--- config.mk ---
export PLATFORM = sky130hd
export DESIGN_NAME = counter
export DESIGN_NICKNAME = d
export VERILOG_FILES = /design/src/rtl/counter.sv
export SDC_FILE = /design/constraint.sdc
export NUM_CORES = 1
export LEC_CHECK = 0
export BUFFER_PORTS_ARGS = -buffer_cell sky130_fd_sc_hd__buf_2
export CORE_ASPECT_RATIO = 0.75
export CORE_MARGIN = 4
export CORE_UTILIZATION = 45
export DETAILED_ROUTE_END_ITERATION = 12
export HOLD_SLACK_MARGIN = 0.06
export PLACE_DENSITY_LB_ADDON = 0.05
export SLEW_MARGIN = 30
export SYNTH_ARGS = -nofsm -noshare
export SYNTH_HDL_FRONTEND = slang
export SYNTH_SLANG_ARGS = --single-unit
export TNS_END_PERCENT = 20
--- constraint.sdc ---
create_clock -name clk -period 2.55 [get_ports clk]
set_input_delay 0.255 -clock clk [delete_from_list [all_inputs] [get_ports clk]]
set_output_delay 0.255 -clock clk [all_outputs]
set_load 0.05 [all_outputs]
--- src/rtl/counter.sv ---
// Two-digit BCD stopwatch counter: a prescaler divides clk into a tick that advances the packed BCD reading.
// Optional COUNTER_SATURATE_EN: the reading holds at 8'h99 instead of wrapping to 8'h00.
module counter #(
  parameter int CLK_FREQ    = 100_000_000,
  parameter int TICK_CYCLES = 10_000_000
) (
  input  logic       clk,
  input  logic       init_regs,
  input  logic       count_enabled,
  output logic [7:0] time_reading
);

  localparam int PW = (TICK_CYCLES > 1) ? $clog2(TICK_CYCLES) : 1;
  localparam logic [PW-1:0] LAST = PW'(TICK_CYCLES - 1);

`ifdef COUNTER_SATURATE_EN
  localparam bit SATURATE = 1'b1;
`else
  localparam bit SATURATE = 1'b0;
`endif

  if (TICK_CYCLES < 2 || CLK_FREQ < 1) begin : g_bad_params
    $error("counter: TICK_CYCLES must be >= 2 and CLK_FREQ positive");
  end

  logic [PW-1:0] presc;
  logic [3:0]    low;
  logic [3:0]    high;
  logic [3:0]    low_next;
  logic [3:0]    high_next;
  logic          tick;

  // A tick needs the enable on the wrap edge; a paused wrap edge leaves presc at LAST.
  assign tick = count_enabled && (presc == LAST);

  always_comb begin
    low_next  = low;
    high_next = high;
    if (tick && !(SATURATE && high == 4'd9 && low == 4'd9)) begin
      if (low == 4'd9) begin
        low_next  = '0;
        high_next = (high == 4'd9) ? '0 : high + 4'd1;
      end else begin
        low_next  = low + 4'd1;
      end
    end
  end

  always_ff @(posedge clk or negedge init_regs) begin
    if (!init_regs) begin
      presc <= '0;
      low   <= '0;
      high  <= '0;
    end else if (count_enabled) begin
      presc <= tick ? '0 : presc + PW'(1);
      low   <= low_next;
      high  <= high_next;
    end
  end

  assign time_reading = {high, low};

endmodule

# Word level (Yosys, flattened, before mapping)
# Index checks and enable logic that the tools add are counted.
[classes]
n_addsub = 3
n_eq_ne = 3
muxes = 3
n_reduce_logical = 3
[op_table]
columns = ["cell", "n"]
rows = [
  ["adder 24 x 1 -> 24 bit, second input constant", 1],
  ["equality test 24 bit, second input constant", 1],
  ["2-to-1 mux 24 bit", 1],
  ["adder 4 x 1 -> 4 bit, second input constant", 2],
  ["equality test 4 bit, second input constant", 2],
  ["2-to-1 mux 4 bit", 2],
  ["AND reduction 3 bit", 1],
  ["AND reduction 2 bit", 1],
  ["logical AND 1 bit", 1],
]
[word_totals]
reg_bits = 32
in_bits = 3
out_inout_bits = 8
word_cells = 15

# Longest topological paths before layout
# Gate-level depths: netlist of the first run.
[depth]
word_depth = 3
mapped_depth = 6
mapped_depth_nobuf = 5

# Least setup slack after synthesis of the first run
# OpenSTA, ideal clock, no wires.
[synth_timing]
path_kind = "reg2reg"
from = "register presc[16]"
to = "register low[3]"
setup_ps = 70
arrival_ps = 2076
t_required_ps = 2480
path_slack_ps = 404
stages_incl_launch_ff = 6
cell_sequence = "dfrtp_1 -> or4b_4 -> or4_4 -> buf_6 -> or4_1 -> nand3_1"
[synth_between]
elab_chain_cells = 3
[synth_rtl]
columns = ["element", "line", "rtl"]
rows = [
  ["start, declared", "26", "logic [PW-1:0] presc;"],
  ["start signal, assigned", "55", "presc <= tick ? '0 : presc + PW'(1);"],
  ["equality test 24 bit", "34", "assign tick = count_enabled && (presc == LAST);"],
  ["logical AND 1 bit", "34", ""],
  ["AND reduction 2 bit (no source line)", "-", ""],
  ["end signal, assigned", "56", "low <= low_next;"],
  ["end, declared", "27", "logic [3:0] low;"],
]
# Every way passes these cells.
# A chain may end at the register's enable or synchronous reset.

# Final worst setup path of the first run
[layout_timing]
from = "register presc[16]"
to = "register low[1]"
# Same word-level chain as after synthesis.

==> results of run 1 <==
==> power breakdown <==
part,internal [mW],switching (mW),total [mW]
Clock,0.175,0.168,0.344
Sequential,0.544,0.0405,0.584
Combinational,0.0358,0.0423,0.0780
==> state kept, by name (all words and copies together) (netlist names) <==
signal and flops:
presc 24, high 4, low 4
==> final timing paths <==
path,end,slack [ps],depth (start not counted)
max in group asynchronous,high[1],1520,2
hold / removal,presc[0],270,2
hold reg to reg,presc[6],490,1
setup / recovery,low[1],370,4
min in group asynchronous,presc[4],560,2
setup reg to reg,low[1],370,4
==> through the flow <==
stage | setup WS, ps | power [mW] | hold slack (ps)
after global routing | 272 | 1.06 | 283
final | 367 | 1.01 | 269
after global placement | 393 | 0.666 | 342
after floorplan | 404 | 0.641 | -40.6
after detailed placement | 363 | 0.672 | 349
after CTS | 362 | 1.02 | 264
==> final cells by class <==
class	instances	area [um2]
inverter	8	30.0
tap	50	62.6
fill	324	1570
sequential	32	801
timing repair buffer	13	75.1
multi-input combinational	118	798
clock buffer	5	68.8
==> cells in the final DEF, fill, tap and decap left out, types with 2 or more instances in the layout <==
cell and instances:
a21oi_1 3, buf_2 10, buf_4 2, clkbuf_8 5
dfrtp_1 32, inv_1 8, mux2_2 2, mux2i_1 2
nand2_1 14, nand3_1 9, nand3b_1 2, nand4_1 6
nor2_1 10, nor2b_1 3, nor3_1 7, nor4_1 8
nor4b_1 2, o21ai_0 2, o31ai_1 2, or3_1 2
or4_1 3, xnor2_1 11, xor2_1 10
==> Yosys cell counts, types with 2 or more instances <==
cell type	n
nand2_1	14
dfrtp_1	32
nor4_1	8
or4_1	3
or3_1	2
nor4b_1	2
o21ai_0	2
nor3_1	7
nand4_1	6
nand3_1	9
inv_1	8
o31ai_1	2
clkbuf_1	2
xor2_1	10
a21oi_1	3
nor2b_1	3
mux2i_1	2
nand3b_1	2
xnor2_1	11
nor2_1	10
mux2_2	2
==> metal layers <==
layer	vias to the layer above	part of all wire, %
li1	612	-
met1	611	50
met2	11	45
met3	8	2.8
met4	0	1.8
met5	-	0
==> kinds of logic after synthesis <==
family	count (synthesis)	synth area share, %
mux	4	2.57
compound gates	14	5.98
simple gates	78	27.9
xor+xnor	21	11.1
buf+inv	12	3.26
flops	32	48.4
fa+ha+maj	1	0.757
==> repair_timing <==
| item | CTS | global route |
|---|---|---|
| hold endpoints to repair | 32 | 0 |
| setup buffers | 0 | 0 |
| hold buffers | 1 | 0 |
==> metrics.cfg, run 1 <==
[run_status]
status=completed

[synth]
ys_warn_count=0
syn_area_um2=1650
avgSynthCellArea_um2=10.2
async_reset_ff_share_pct=100
synth_top_area_share_pct=48.4
synth_edf_count=0
synth_cells=162
synth_area_leaders=dfrtp_1, xnor2_1, xor2_1
synth_nets=166
synth_top_area_cell=dfrtp_1
ys_seq_elements=32
synth_seq_area_share_pct=48.4
ys.flop_type=dfrtp_1
ys_types=43

[global_route]
antenna_found_initial=0
grt_max_degree=33
gr-total-overflow=0
grt_pass1_vias=1222
grt_pass1_wl_um=5740
met3_usage_pct=4.45
gr-usage-met2_pct=24.4
top_usage_layer=met2
grt_usage_pct=16.1
gr-usage-met1_pct=21.8

[setup_path]
critPathCaptureType=flop
worstReg2RegStart=presc[16]
cp_data_required_time_ps=2720
cp_max_fo=10
cp_num_buf_inv=0
cp_cell_sequence=or4b_4, or4_4, nor3_1, mux2_2
crit_type=reg -> reg
critPathMaxStageDelay_ps=540
cpLargestDelayFamily=simple AND/OR/NAND/NOR gates
slowest_stage=or4b_4
setup.worst_path.start=presc[16]
crit_arrival_ps=2350
startpoint_type=flop

[floorplan]
die_w_um=78.0
initial_core_util_pct=48.6
rows=18
coreArea_um2=3400
pin_count=11
die_h_um=60.5
dieArea_um2=4720

[clock_tree]
h-tree-depth=2
cts_tree=yes
cts_buffers=5
cts_root_buf=clkbuf_8
clockBufferDepth=2
cts.sinks=32
clock_latency_ps=280
ctsResizeCount=0
cts.clk_slew.worst_paths_ps=60

[placed_design]
dp_cells=220
dpl_cell_area_um2=1760
gp_congestion=0.729
port_buffers=10
dp_hpwl_um=2400

[layout]
nets=182
antenna_cells=0
postLayoutCellArea_um2=1840
area_growth_pct=11.1
fin_cells=226
drive_gt1_share_pct=14.8
final_core_util_pct=54.0

[pwr]
p_leak_nw=0.798
powerDensity_nw_per_um2=548
ir_worst_vdd_mv=0.329

[timing]
grt_setup_unrepaired=false
fin_setup_tns_ps=0
hold_viol=0
fmax_mhz=458
setup_viol_count_final=0
min_period_ps=2180
worst_pin_slew_ps=714
clock_skew_ps=9.00
slew_headroom_pct=52.4
drv_slew=0
fin_crit_sh_pct=85.6

[min_path]
hp-class=in -> reg
min_from=count_enabled

[drt]
via_count=1242
first_pass_iters=4
drt_iter0_drc=53
drc=0
routed_wl_um=3320
wl_per_cell_um=14.7
avgViaCountPerCell=5.50
ant_nets=0

[flow_run]
drv_cap=0

(Power assumes the default switching activity.)
==> run 2, diff against run 1 <==
--- a/config.mk
+++ b/config.mk
@@ -8,10 +8,10 @@
 export BUFFER_PORTS_ARGS = -buffer_cell sky130_fd_sc_hd__buf_2
 export CORE_ASPECT_RATIO = 0.75
 export CORE_MARGIN = 4
-export CORE_UTILIZATION = 45
+export CORE_UTILIZATION = 50
 export DETAILED_ROUTE_END_ITERATION = 12
 export HOLD_SLACK_MARGIN = 0.06
-export PLACE_DENSITY_LB_ADDON = 0.05
+export PLACE_DENSITY_LB_ADDON = 0.1
 export SLEW_MARGIN = 30
 export SYNTH_ARGS = -nofsm -noshare
 export SYNTH_HDL_FRONTEND = slang
==> metrics.cfg, run 2 (synthesized netlist as in run 1, its figures left out) <==
[run_status]
status=completed

[clock_tree]
clockBufferDepth=2
h-tree-depth=2
cts_root_buf=clkbuf_8
cts.sinks=32
cts.clk_slew.worst_paths_ps=60
cts_tree=yes
ctsResizeCount=0
post_cts_buffers=0
cts_buffers=5
cts_hold_buf=1
clock_latency_ps=270

[placed_design]
dp_hpwl_um=2420
post-place-ws_ps=361
gp_congestion=0.793
dpl_cell_area_um2=1740
port_buffers=10
dp_cells=208

[setup_path]
crit_type=reg -> reg
worstReg2RegStart=presc[16]
critPathCapture=low[1]
crit_arrival_ps=2350
cp_data_required_time_ps=2710
cp_max_fo=10
startpoint_type=flop
setup.worst_path.start=presc[16]
timing.rr.end=low[1]
reg2reg_slack_ps=360
reg2reg_depth=4
critPathCaptureType=flop

[drt]
ant_nets=0
drt_iter0_drc=42
routed_wl_um=3370
first_pass_iters=5
via_count=1276
avgViaCountPerCell=5.88
drc=0
wl_per_cell_um=15.5

[pwr]
powerDensity_nw_per_um2=574
ir_worst_vdd_mv=0.513
p_leak_nw=0.808
power_mw=1.06

[layout]
area_growth_pct=11.4
seqCellArea_um2=801
final_cell_mix=dfrtp_1, nand2_1, xnor2_1
layout_commonest_cell=dfrtp_1
largest_register_ffs=24
num-fill-cells=276
postLayoutCellArea_um2=1840
final_core_util_pct=60.1
drive_gt1_share_pct=15.1
top_register=presc
multi_input_area_um2=798
top_regs=presc (24), high (4), low (4)
antenna_cells=0
nets=182
fin_cells=217

[min_path]
whs_path_depth=2
hp-class=in -> reg

[global_route]
grt_pass1_wl_um=5780
antenna_found_initial=0
gr-total-overflow=0
grt_usage_pct=17.4
grt_max_degree=33
grt_pass1_vias=1215

[timing]
drv_slew=0
fmax_mhz=458
fin_crit_sh_pct=85.7
hold_ws_ps=267
grt_setup_unrepaired=false
hold_viol=0
clock_skew_ps=3.88
postLayoutSetupSlackWorst_ps=364
min_period_ps=2190
setup_viol_count_final=0
fin_setup_tns_ps=0
slew_headroom_pct=51.7
worst_pin_slew_ps=718

[floorplan]
initial_core_util_pct=54.0
die_w_um=74.4
pin_count=11
coreArea_um2=3060
die_h_um=57.8
dieArea_um2=4300
rows=17

[flow_run]
drv_cap=0

## run 2: cell type report
cell class                 count  area share, %
clock buffer                   8           4.89
inverter                       8           1.63
multi-input combinational    118           43.3
sequential                    32           43.5
tap                           38           2.58
timing repair buffer          13           4.08
## run 2: per-layer routing
metal / up-vias / part of all wire, % / GRT usage [%]
li1: 623 / - / -
met1: 622 / 49 / 24.2
met2: 29 / 46 / 26.8
met3: 2 / 4.7 / 5.37
met4: 0 / 0.21 / 3.81
met5: - / 0 / 0
## run 2: where the power goes
| part | internal [mW] | leakage [nW] | switching (mW) |
|---|---|---|---|
| clock | 0.220 | 0.0455 | 0.175 |
| sequential | 0.543 | 0.428 | 0.0400 |
| combinational | 0.0358 | 0.335 | 0.0422 |
| total | 0.799 | 0.808 | 0.257 |
## run 2: how the worst min path moves through the flow
| stage | startpoint | to | slack (ps) |
|---|---|---|---|
| after floorplan | init_regs | high[0] | -40 |
| after global placement | init_regs | presc[6] | 340 |
| after detailed placement | init_regs | presc[4] | 360 |
| after CTS | count_enabled | presc[1] | 260 |
| after global routing | count_enabled | presc[1] | 270 |
| final | count_enabled | presc[1] | 270 |
## run 2: critical path, stage by stage (launching register included)
cell and delay [ps]:
dfrtp_1 440, or4b_4 540, or4_4 510, nor3_1 230, mux2_2 350
